==> config.mk <==
export PLATFORM = sky130hd
export DESIGN_NAME = result_display_flat
export DESIGN_NICKNAME = d
export VERILOG_FILES = /design/src/rtl/result_display_pkg.sv /design/src/rtl/result_display_if.sv /design/src/rtl/result_display_seg7_decode.sv /design/src/rtl/result_display.sv /design/src/flat_wrapper.sv
export SDC_FILE = /design/constraint.sdc
export NUM_CORES = 1
export LEC_CHECK = 0
export CAP_MARGIN = 10
export CORE_MARGIN = 2
export CORE_UTILIZATION = 58
export CTS_CLUSTER_DIAMETER = 150
export DETAILED_ROUTE_END_ITERATION = 12
export GPL_TIMING_DRIVEN = 0
export PLACE_DENSITY_LB_ADDON = 0.05
export SLEW_MARGIN = 25
export SYNTH_ARGS = -nofsm -noshare
export SYNTH_HDL_FRONTEND = slang
export SYNTH_SLANG_ARGS = --single-unit
==> constraint.sdc <==
create_clock -name clk -period 2.6 [get_ports clk]
set_clock_uncertainty 0.15 [all_clocks]
set_input_delay 0.26 -clock clk [delete_from_list [all_inputs] [get_ports clk]]
set_output_delay 0.26 -clock clk [all_outputs]
set_load 0.02 [all_outputs]
==> src/rtl/result_display_pkg.sv <==
// Shared display definitions: segment codes, digit symbol codes, converter FSM states
// and the double-dabble nibble correction step.
package result_display_pkg;

  typedef enum logic [1:0] {
    IDLE = 2'd0,
    CONV = 2'd1,
    LOAD = 2'd2
  } state_t;

  // Segment patterns are {g,f,e,d,c,b,a}, active-low (common anode)
  localparam logic [6:0] SEG_0     = 7'b1000000;
  localparam logic [6:0] SEG_1     = 7'b1111001;
  localparam logic [6:0] SEG_2     = 7'b0100100;
  localparam logic [6:0] SEG_3     = 7'b0110000;
  localparam logic [6:0] SEG_4     = 7'b0011001;
  localparam logic [6:0] SEG_5     = 7'b0010010;
  localparam logic [6:0] SEG_6     = 7'b0000010;
  localparam logic [6:0] SEG_7     = 7'b1111000;
  localparam logic [6:0] SEG_8     = 7'b0000000;
  localparam logic [6:0] SEG_9     = 7'b0010000;
  localparam logic [6:0] SEG_MINUS = 7'b0111111;
  localparam logic [6:0] SEG_E     = 7'b0000110;
  localparam logic [6:0] SEG_R     = 7'b0101111;
  localparam logic [6:0] SEG_BLANK = 7'b1111111;

  localparam logic [3:0] SYM_MINUS = 4'd10;
  localparam logic [3:0] SYM_E     = 4'd11;
  localparam logic [3:0] SYM_R     = 4'd12;
  localparam logic [3:0] SYM_BLANK = 4'd15;

  localparam int BCD_W = 12;

  function automatic logic [BCD_W-1:0] dd_adjust(input logic [BCD_W-1:0] b);
    logic [BCD_W-1:0] r;
    r = b;
    for (int i = 0; i < BCD_W/4; i++) begin
      if (b[i*4 +: 4] >= 4'd5) r[i*4 +: 4] = b[i*4 +: 4] + 4'd3;
    end
    return r;
  endfunction

endpackage

==> src/rtl/result_display_if.sv <==
// Result hand-off from the controller plus the 7-segment drive lines.
// master = result producer, slave = display block.
interface result_display_if #(parameter int W = 4);
  logic [W-1:0] R0in;
  logic [W-1:0] R1in;
  logic         Mulmode;
  logic         Errin;
  logic         Start;
  logic         Busy;
  logic [3:0]   Anode;
  logic [6:0]   Seg;

  modport master (
    output R0in, R1in, Mulmode, Errin, Start,
    input  Busy, Anode, Seg
  );

  modport slave (
    input  R0in, R1in, Mulmode, Errin, Start,
    output Busy, Anode, Seg
  );
endinterface

==> src/rtl/result_display_seg7_decode.sv <==
// Combinational map from 4-bit digit symbol code to active-low {g..a} segments.
// Unused codes show blank.
module seg7_decode
  import result_display_pkg::*;
(
  input  logic [3:0] sym,
  output logic [6:0] seg
);

  always_comb begin
    seg = SEG_BLANK;
    case (sym)
      4'd0:      seg = SEG_0;
      4'd1:      seg = SEG_1;
      4'd2:      seg = SEG_2;
      4'd3:      seg = SEG_3;
      4'd4:      seg = SEG_4;
      4'd5:      seg = SEG_5;
      4'd6:      seg = SEG_6;
      4'd7:      seg = SEG_7;
      4'd8:      seg = SEG_8;
      4'd9:      seg = SEG_9;
      SYM_MINUS: seg = SEG_MINUS;
      SYM_E:     seg = SEG_E;
      SYM_R:     seg = SEG_R;
      default:   seg = SEG_BLANK;
    endcase
  end

endmodule

==> src/rtl/result_display.sv <==
// Signed result -> decimal by serial double-dabble (Busy 9 cycles after Start, Start ignored while Busy),
// shown on a free-running 4-digit multiplexed common-anode display.
module result_display
  import result_display_pkg::*;
#(
  parameter int W       = 4,
  parameter int REFRESH = 1000
) (
  input  logic             clk,
  input  logic             rstn,
  result_display_if.slave  bus
);

  localparam int PW = 2 * W;
  localparam int CW = (REFRESH > 2) ? $clog2(REFRESH) : 1;

  state_t               state;
  logic [2:0]           iter;
  logic                 err_q;
  logic                 sign_q;
  logic                 busy_q;
  logic [PW-1:0]        mag;
  logic [BCD_W-1:0]     bcd;
  logic [BCD_W-1:0]     bcd_adj;
  logic [3:0][3:0]      dig;
  logic [PW-1:0]        val;
  logic [PW-1:0]        val_abs;

  always_comb begin
    val = bus.Mulmode ? {bus.R1in, bus.R0in} : {{W{bus.R0in[W-1]}}, bus.R0in};
    // -128 maps to 8'h80, which read unsigned is the wanted magnitude 128
    val_abs = val[PW-1] ? (~val + PW'(1)) : val;
    bcd_adj = dd_adjust(bcd);
  end

  always_ff @(posedge clk or negedge rstn) begin
    if (!rstn) begin
      state  <= IDLE;
      iter   <= 3'd0;
      err_q  <= 1'b0;
      sign_q <= 1'b0;
      busy_q <= 1'b0;
      mag    <= '0;
      bcd    <= '0;
      dig    <= {SYM_BLANK, SYM_BLANK, SYM_BLANK, 4'd0};
    end else begin
      case (state)
        IDLE: begin
          if (bus.Start) begin
            err_q  <= bus.Errin;
            sign_q <= val[PW-1];
            mag    <= val_abs;
            bcd    <= '0;
            iter   <= 3'd7;
            busy_q <= 1'b1;
            state  <= CONV;
          end
        end
        CONV: begin
          bcd <= {bcd_adj[BCD_W-2:0], mag[PW-1]};
          mag <= {mag[PW-2:0], 1'b0};
          if (iter == 3'd0) state <= LOAD;
          else              iter  <= iter - 3'd1;
        end
        LOAD: begin
          if (err_q) begin
            dig <= {SYM_BLANK, SYM_E, SYM_R, SYM_R};
          end else begin
            dig[3] <= sign_q ? SYM_MINUS : SYM_BLANK;
            dig[2] <= (bcd[11:8] == 4'd0) ? SYM_BLANK : bcd[11:8];
            dig[1] <= (bcd[11:8] == 4'd0 && bcd[7:4] == 4'd0) ? SYM_BLANK : bcd[7:4];
            dig[0] <= bcd[3:0];
          end
          busy_q <= 1'b0;
          state  <= IDLE;
        end
        default: state <= IDLE;
      endcase
    end
  end

  logic [CW-1:0] cnt;
  logic [1:0]    idx;
  logic [3:0]    anode_q;
  logic [6:0]    seg_q;
  logic [6:0]    seg_nxt;

  seg7_decode u_dec (
    .sym (dig[idx]),
    .seg (seg_nxt)
  );

  // Scan never stalls; digit registers only change in LOAD, so no partial values show
  always_ff @(posedge clk or negedge rstn) begin
    if (!rstn) begin
      cnt     <= '0;
      idx     <= 2'd0;
      anode_q <= 4'b1111;
      seg_q   <= SEG_BLANK;
    end else begin
      if (cnt == CW'(REFRESH - 1)) begin
        cnt <= '0;
        idx <= idx + 2'd1;
      end else begin
        cnt <= cnt + CW'(1);
      end
      anode_q <= ~(4'b0001 << idx);
      seg_q   <= seg_nxt;
    end
  end

  assign bus.Busy  = busy_q;
  assign bus.Anode = anode_q;
  assign bus.Seg   = seg_q;

endmodule
==> src/flat_wrapper.sv <==
// flat-port wrapper written by rule: the top's interface ports become plain ports
module result_display_flat import result_display_pkg::*;
#(
  parameter int W       = 4,
  parameter int REFRESH = 1000
)
  (clk, rstn, bus_R0in, bus_R1in, bus_Mulmode, bus_Errin, bus_Start, bus_Busy, bus_Anode, bus_Seg);
  result_display_if #(.W(W)) bus_i ();
  input  logic clk;
  input  logic rstn;
  input wire logic [$bits(bus_i.R0in)-1:0] bus_R0in;
  input wire logic [$bits(bus_i.R1in)-1:0] bus_R1in;
  input wire logic [$bits(bus_i.Mulmode)-1:0] bus_Mulmode;
  input wire logic [$bits(bus_i.Errin)-1:0] bus_Errin;
  input wire logic [$bits(bus_i.Start)-1:0] bus_Start;
  output wire logic [$bits(bus_i.Busy)-1:0] bus_Busy;
  output wire logic [$bits(bus_i.Anode)-1:0] bus_Anode;
  output wire logic [$bits(bus_i.Seg)-1:0] bus_Seg;
  assign bus_i.R0in = bus_R0in;
  assign bus_i.R1in = bus_R1in;
  assign bus_i.Mulmode = bus_Mulmode;
  assign bus_i.Errin = bus_Errin;
  assign bus_i.Start = bus_Start;
  assign bus_Busy = bus_i.Busy;
  assign bus_Anode = bus_i.Anode;
  assign bus_Seg = bus_i.Seg;
  result_display #(.W(W), .REFRESH(REFRESH)) u_core (.clk(clk), .rstn(rstn), .bus(bus_i));
endmodule
Yosys cells after proc, flatten, opt, wreduce, memory -nomap -nowiden
Memories as Yosys holds them, arrays and structs flattened. A register that Yosys moved wholly into a read port is not among the register bits.
Index checks and enable logic that the tools add are counted.
{ "word_totals": {"reg_bits": 60, "romBits": 112, "out_inout_bits": 12, "elab_cells": 72, "n_memories": 1} }
{ "mem_list": {"columns": ["name", "depth", "width", "read_ports", "rd_ports_with_merged_regs", "wr", "line", "text"], "rows": [
  ["(no name shown)", 16, 7, 1, 1, 0, "result_display_seg7_decode.sv:12", "case (sym)"]
]} }
{ "op_classes": {"addsub": 7, "magnitude_cmp": 4, "eq_ne": 6, "shifts": 1, "mux": 24, "bitwise": 2, "reduce_logical": 13} }
{ "ops": {"columns": ["cell", "n"], "rows": [
  ["$mux W8", 3],
  ["$pmux W12 S2", 1],
  ["$mux W4", 5],
  ["$mux W16", 1],
  ["$pmux W8 S2", 1],
  ["$ge A4 B3 Y1 const B", 3],
  ["$mux W12", 1],
  ["$mux W3", 4],
  ["$add A10 B1 Y10 const B", 1],
  ["$eq A10 B10 Y1 const B", 1],
  ["$mux W10", 1],
  ["$add A4 B2 Y4 const B", 2],
  ["$add A8 B1 Y8 const B", 1],
  ["$bmux W4 S2", 1],
  ["$logic_not A4 Y1", 2],
  ["$not A8 Y8", 1],
  ["$reduce_and A2 Y1", 4],
  ["$pmux W3 S2", 1],
  ["$mux W2", 2],
  ["$ne A2 B2 Y1 const B", 2],
  ["$not A4 Y4", 1],
  ["$pmux W2 S2", 1],
  ["$reduce_bool A2 Y1", 2],
  ["$shl A1 B2 Y4 const A", 1],
  ["14 further kinds", 14]
]} }

Longest topological paths before layout
Gate-level depths: netlist of run 1.
{ "logic_depth": {"word_depth": 6, "depth_mapped": 8, "depth_no_buf": 7} }

Modules after synthesis
A second synthesis of run 1 with hierarchy kept.
{ "hier_totals": {"hier_cells": 341, "hier_area_um2": 3387.0} }
{ "by_module_without_submodules": {"columns": ["module", "instances", "cells_each", "area_each_um2", "seq_area_each_um2"], "rows": [
  ["result_display", 1, 308, 3135.5, 1626.6],
  ["seg7_decode", 1, 33, 251.5, 0.0]
]} }

Worst setup path after synthesis of run 1
No wires, ideal clock.
{ "synth_path": {"path_kind": "register -> register", "from": "register u_core.idx[0]", "to": "register u_core.seg_q[6], in the netlist u_core.bus.Seg[6]", "setup_time_ps": 95, "arrival_ps": 1800, "t_required_ps": 2355, "path_slack_ps": 555, "path_stages_with_launch": 9, "path_cell_list": "dfrtp_1 > buf_6 > mux2_2 > o22ai_1 > inv_1 > ha_1 > or2b_1 > o21ai_0 > a21oi_1"} }
{ "synth_via": {"elab_chain_len": 2} }
{ "synth_lines": {"columns": ["item", "line", "text"], "rows": [
  ["from (decl)", "result_display.sv:83", "logic [1:0] idx;"],
  ["from (signal assigned)", "result_display.sv:103", "idx <= idx + 2'd1;"],
  ["$bmux W4 S2", "result_display.sv:89", ".sym (dig[idx]),"],
  ["$mux W4 (not written as such)", "result_display.sv:89", null],
  ["to (decl)", "result_display.sv:85", "logic [6:0] seg_q;"]
]} }
Every way passes these cells. The select of a mux whose other input is x is not followed.
A chain may end at the register's enable or synchronous reset.

Worst setup path in the final report of run 1
{ "layout_path": {"from": "register u_core.idx[0]", "to": "register u_core.seg_q[5], in the netlist u_core.bus.Seg[5]"} }
The elaborated chain is that of the path after synthesis.

==> results of run 1 <==
[registers in the layout (all words and copies together), names as in the netlist]
name	count
u_core.sign_q	1
u_core.idx	2
u_core.bcd	12
u_core.bus.Anode	4
u_core.mag	8
u_core.bus.Seg	7
u_core.dig	13
u_core.err_q	1
u_core.cnt	10
u_core.bus.Busy	1
u_core.state	2
u_core.iter	3
[cells in the final DEF, fill, tap and decap left out, types with 2 or more instances in the layout]
cell and instances:
xor2_1 5, clkbuf_1 8, clkinv_2 3, o22ai_1 2, nand3b_1 2, o31ai_1 7
o21ai_0 32, ha_1 21, a22oi_1 5, nor2_1 19, buf_2 4, a22o_1 2
nand2_1 37, and3_1 3, xnor2_1 9, nand3_1 10, nor3b_1 2, mux2i_1 2
o21ai_1 2, mux2_2 6, buf_6 2, nand2b_1 6, clkbuf_8 10, o32ai_1 2
a21oi_1 17, a21o_1 2, inv_1 25, a2bb2oi_1 2, mux4_2 2, nor2b_1 5
clkdlybuf4s50_1 21, dfstp_2 20, a31oi_1 4, nor4b_1 2, dfrtp_1 44, nor3_1 9
[per-stage QoR]
step           std cells  utilization, %  cell area [um2]  TNS [ps]  setup slack, ps
2_1_floorplan        334               -             3340         0              555
4_1_cts              446            69.9             3870         0              345
6_report             446            69.9             3870         0              366
3_5_place_dp         429            66.3             3670         0              340
3_3_place_gp         428            65.9             3650    -42140             -879
5_1_grt              446            69.9             3870         0              180
[final timing paths]
kind,from,endpoint,cells after the start
min in group asynchronous,rstn,u_core.mag[6]$_DFFE_PN0P_,2
max reg2reg,u_core.idx[0]$_DFFE_PN0N_,u_core.bus.Seg[5]$_DFF_PN1_,8
min,bus_Start,u_core.bus.Busy$_DFFE_PN0P_,3
max,u_core.idx[0]$_DFFE_PN0N_,u_core.bus.Seg[5]$_DFF_PN1_,8
max in group asynchronous,rstn,u_core.dig[11]$_DFFE_PN1P_,3
min reg2reg,u_core.dig[5]$_DFFE_PN1P_,u_core.dig[5]$_DFFE_PN1P_,2
[worst register-to-register path, delay by kind of cell, from the launching register on]
| family | cells | cell delay, ps |
|---|---|---|
| AOI/OAI and AO/OA | 3 | 510 |
| DFF | 1 | 390 |
| and+or+nand+nor | 1 | 230 |
| buffers and inverters | 2 | 310 |
| muxes | 1 | 330 |
| adders and majority gates | 1 | 220 |
[layer usage]
| layer | up-vias | routed length (um) | track usage, % |
|---|---|---|---|
| li1 | 1226 | - | - |
| met1 | 1198 | 3220 | 34.2 |
| met2 | 50 | 2830 | 34.3 |
| met3 | 10 | 297 | 4.19 |
| met4 | 0 | 87 | 9.32 |
| met5 | - | 0 | 0 |
[where the power goes]
group          switching [mW]  internal, mW
logic                   0.868         0.661
clock network           0.366         0.465
registers               0.224          1.38
[area by class of cell]
type | count | area share (%)
Sequential cell | 64 | 42.0
Multi-Input combinational cell | 233 | 40.1
Timing Repair Buffer | 24 | 6.59
Clock buffer | 12 | 3.75
Inverter | 25 | 2.42
Tap cell | 72 | 2.33
Buffer | 12 | 1.68
Clock inverter | 4 | 1.16
[logic make-up after synthesis]
logic type                 after synthesis  synth area share (%)
xor gates and xnor gates                14                  3.67
AOI/OAI and AO/OA                       83                  15.2
adders and majority gates               21                  7.87
DFF                                     64                  48.7
and+or+nand+nor                        105                  15.8
buffers and inverters                   37                  4.76
muxes                                   10                  3.97
==> flow_metrics.tcl, run 1 <==
set metrics [dict create \
    worstMarginPinSlew_ps 514 \
    critPathLaunchType "flop" \
    ys_warn_count 0 \
    synth.most_common_cell "dfrtp_1" \
    grtUsageTotal_pct 23.3 \
    period_share_pct 85.9 \
    min_period_ps 2230 \
    cts_root_buffer "clkbuf_8" \
    slew_headroom_pct 65.6 \
    cp_slowest_cell "dfrtp_1" \
    synth_top_area_share_pct 33.0 \
    rsz0062_at_grt "false" \
    rows 27 \
    fp.coreArea_um2 5540 \
    die_w_um 79.9 \
    synth.largest_area_cell "dfrtp_1" \
    register_area_um2 1630 \
    fmax_mhz 448 \
    num_vias 2484 \
    vdd_ir_drop_max_mv 0.851 \
    drc_errors 0 \
    cts_made_buffers 9 \
    routabilityCongestion 0.795 \
    critPathTopFamily "compound AO/OA/AOI/OAI gates" \
    cts_tree "built" \
    hold_class "input pin to flop" \
    seq_area_frac_synth_pct 48.7 \
    power.density_nw_per_um2 1020 \
    synth.top_cells.by_area "dfrtp_1, dfstp_2, ha_1" \
    crit_buf_inv 2 \
    ys_ff_latch 64 \
    syn_area_per_cell_um2 9.99 \
    worstSetupPathType "flop to flop" \
    syn-cell-area_um2 3340 \
    syn_to_final_growth_pct 16.0 \
    h-tree-depth 3 \
    n_antenna_cell 0 \
    hold_violations 0 \
    leakagePower_nw 1.70 \
    die_y_um 79.9 \
    postCtsHoldBufs 1 \
    dp.final_hpwl_um 4660 \
    hold_ws_ps 155 \
    first_pass_iters 4 \
    clk_pin_slew_ps 70 \
    io_buffers 22 \
    yosysUniqueCellTypes 49 \
    syn_inst 334 \
    p_total_mw 3.96 \
    fin_nets 403 \
    cts_resized 0 \
    clock_sink_count 64 \
    grt_pass1_wl_um 11400 \
    num_io_pins 25 \
    synth_flop_cell "dfrtp_1" \
    drive_above_1_share_pct 14.7 \
    cp_max_fo 6 \
    grt_max_degree 47 \
    clk_latency_ps 340 \
    grt_overflow_total 0 \
    start_util_pct 60.3 \
    critical_path.max_stage_delay_ps 390 \
    die_area_um2 6380 \
    syn_nets 368 \
    wirelength_um 6430 \
    finalSetupViolCount 0 \
    end_kind "flop" \
    worstPathArrival_ps 2330 \
    fillCellCount 426 \
    ant_nets 0 \
    critical_path_required_ps 2690 \
    wl_per_cell_um 14.4 \
    multi_input_area_um2 1550 \
    yosys-top-cells-count "dfrtp_1, nand2_1, o21ai_0, inv_1, ha_1" \
    viasPerCell 5.57 \
    post_cts_buffers 0 \
    antenna_found_initial 0 \
    drtIter0Drc 121 \
    grt_pass1_vias 2391 \
    slew_viol_final 0 \
    maxCapViolCount 0 \
    cts_max_path_buffers 2 \
    ys_async_sr_fraction_pct 100 \
    synth_enable_flop_cells 0 \
    status "finished clean" \
    r2r_setup_slack_ps 370 \
    path_cells "buf_6 -> mux2_2 -> o22ai_1 -> inv_1 -> ha_1 -> or2b_1 -> o21ai_0 -> a21oi_1" \
]
(Power assumes the default switching activity.)
==> run 2, diff against run 1 <==
--- a/config.mk
+++ b/config.mk
@@ -6,12 +6,11 @@
 export NUM_CORES = 1
 export LEC_CHECK = 0
 export CAP_MARGIN = 10
-export CORE_MARGIN = 2
 export CORE_UTILIZATION = 58
 export CTS_CLUSTER_DIAMETER = 150
 export DETAILED_ROUTE_END_ITERATION = 12
 export GPL_TIMING_DRIVEN = 0
-export PLACE_DENSITY_LB_ADDON = 0.05
+export PLACE_DENSITY = 0.91
 export SLEW_MARGIN = 25
 export SYNTH_ARGS = -nofsm -noshare
 export SYNTH_HDL_FRONTEND = slang
==> flow_metrics.tcl, run 2 (synthesis results as in run 1) <==
set metrics [dict create \
    status "finished clean" \
    maxCapViolCount 0 \
    first_pass_iters 5 \
    cp_max_fo 6 \
    final_util_pct 69.8 \
    n_antenna_cell 0 \
    cts_tree "built" \
    hold_class "input pin to flop" \
    viasPerCell 5.58 \
    hp-start "bus_Mulmode" \
    whs_endpoint "u_core.mag[5]$_DFFE_PN0P_" \
    h-tree-depth 3 \
    whs_path_depth 3 \
    dp.final_hpwl_um 4670 \
    r2r_setup_slack_ps 320 \
    antenna_found_initial 0 \
    power.density_nw_per_um2 1020 \
    cts_max_path_buffers 2 \
    clk_latency_ps 340 \
    fillCellCount 414 \
    final_common_cell "dfrtp_1" \
    min_period_ps 2280 \
    top_register "u_core.dig" \
    slew_viol_final 0 \
    grtUsageTotal_pct 24.6 \
    path_cells "buf_6 -> mux2_2 -> o22ai_1 -> inv_1 -> ha_1 -> or2b_1 -> o21ai_0 -> a21oi_1" \
    period_share_pct 87.6 \
    num_io_pins 25 \
    routabilityCongestion 0.788 \
    start_util_pct 60.3 \
    cts_root_buffer "clkbuf_8" \
    rows 27 \
    clk_pin_slew_ps 70 \
    clock_sink_count 64 \
    fin_nets 403 \
    io_buffers 22 \
    worstPathArrival_ps 2380 \
    num_vias 2488 \
    register_area_um2 1630 \
    wirelength_um 6510 \
    worstMarginPinSlew_ps 488 \
    timing.rr.end "u_core.bus.Seg[5]$_DFF_PN1_" \
    vdd_ir_drop_max_mv 0.635 \
    fmax_mhz 439 \
    drc_errors 0 \
    finalSetupViolCount 0 \
    syn_to_final_growth_pct 15.9 \
    die_w_um 77.9 \
    drive_above_1_share_pct 14.4 \
    most-common-layout-cells "dfrtp_1, nand2_1, o21ai_0" \
    ant_nets 0 \
    cp_slowest_cell "dfrtp_1" \
    worstSetupPathType "flop to flop" \
    ff2ff_path_depth 8 \
    cts_made_buffers 9 \
    hold_ws_ps 141 \
    multi_input_area_um2 1550 \
    grt_pass1_wl_um 11400 \
    r2r_start "u_core.idx[0]$_DFFE_PN0N_" \
    reg.largest.list "u_core.dig: 13 flops, u_core.bcd: 12 flops, u_core.cnt: 10 flops" \
    grt_overflow_total 0 \
    die_area_um2 6060 \
    hold_violations 0 \
    leakagePower_nw 1.70 \
    drtIter0Drc 96 \
    grt_pass1_vias 2599 \
    p_total_mw 3.94 \
    wl_per_cell_um 14.6 \
    die_y_um 77.9 \
    end_kind "flop" \
    grt_max_degree 49 \
    rsz0062_at_grt "false" \
    fp.coreArea_um2 5540 \
    slew_headroom_pct 67.4 \
    critical_path.max_stage_delay_ps 390 \
    critPathLaunchType "flop" \
    critical_path_required_ps 2700 \
    largest_reg_flops 13 \
]
[run 2: how the worst max path moves through the flow]
stage	endpoint	from
finish	u_core.bus.Seg[5]$_DFF_PN1_	u_core.idx[0]$_DFFE_PN0N_
global route	u_core.bus.Seg[5]$_DFF_PN1_	u_core.idx[0]$_DFFE_PN0N_
CTS	u_core.bus.Seg[6]$_DFF_PN1_	u_core.idx[0]$_DFFE_PN0N_
detailed placement	u_core.bus.Seg[5]$_DFF_PN1_	u_core.idx[0]$_DFFE_PN0N_
global placement	u_core.iter[0]$_DFFE_PN0P_	rstn
floorplan	u_core.bus.Seg[6]$_DFF_PN1_	u_core.idx[0]$_DFFE_PN0N_
[run 2: what timing repair did]
action,CTS,global route
hold buffers,1,0
gates resized for setup,0,0
setup buffers,0,0
hold endpoints to repair,55,0
[run 2: metrics by stage]
step                      instances  area [um2]  setup TNS [ps]  setup WS (ps)
after floorplan                 334        3340               0            555
after global placement          428        3650          -37660           -799
after detailed placement        429        3670               0            348
after CTS                       446        3870               0            318
after global routing            446        3870               0            137
final                           446        3870               0            322
[run 2: where the power goes]
group	internal (mW)	switching [mW]
sequential	1.38	0.232
combinational	0.661	0.867
clock	0.431	0.373
total	2.47	1.47
[run 2: per-layer routing]
metal / vias up / share of wire (%) / GRT usage, %
met5: - / 0 / 0
met4: 0 / 1.5 / 12.8
met3: 9 / 3.7 / 6.00
met2: 48 / 53 / 43.5
met1: 1196 / 42 / 27.4
li1: 1235 / - / -
[run 2: cell type report]
class / instances / share of cell area [%]
sequential: 64 / 42.0
clock inverter: 2 / 0.291
buffer: 12 / 1.68
timing repair buffer: 24 / 6.60
multi-input combinational: 233 / 40.1
clock buffer: 14 / 4.50
tap: 72 / 2.33
inverter: 25 / 2.43
[run 2: critical path: cells and delay by family (launching register included)]
family                     cells  cell delay (ps)
and+or+nand+nor                1              230
adders and majority gates      1              230
DFF                            1              390
AOI/OAI and AO/OA              3              540
buffers and inverters          2              310
muxes                          1              330
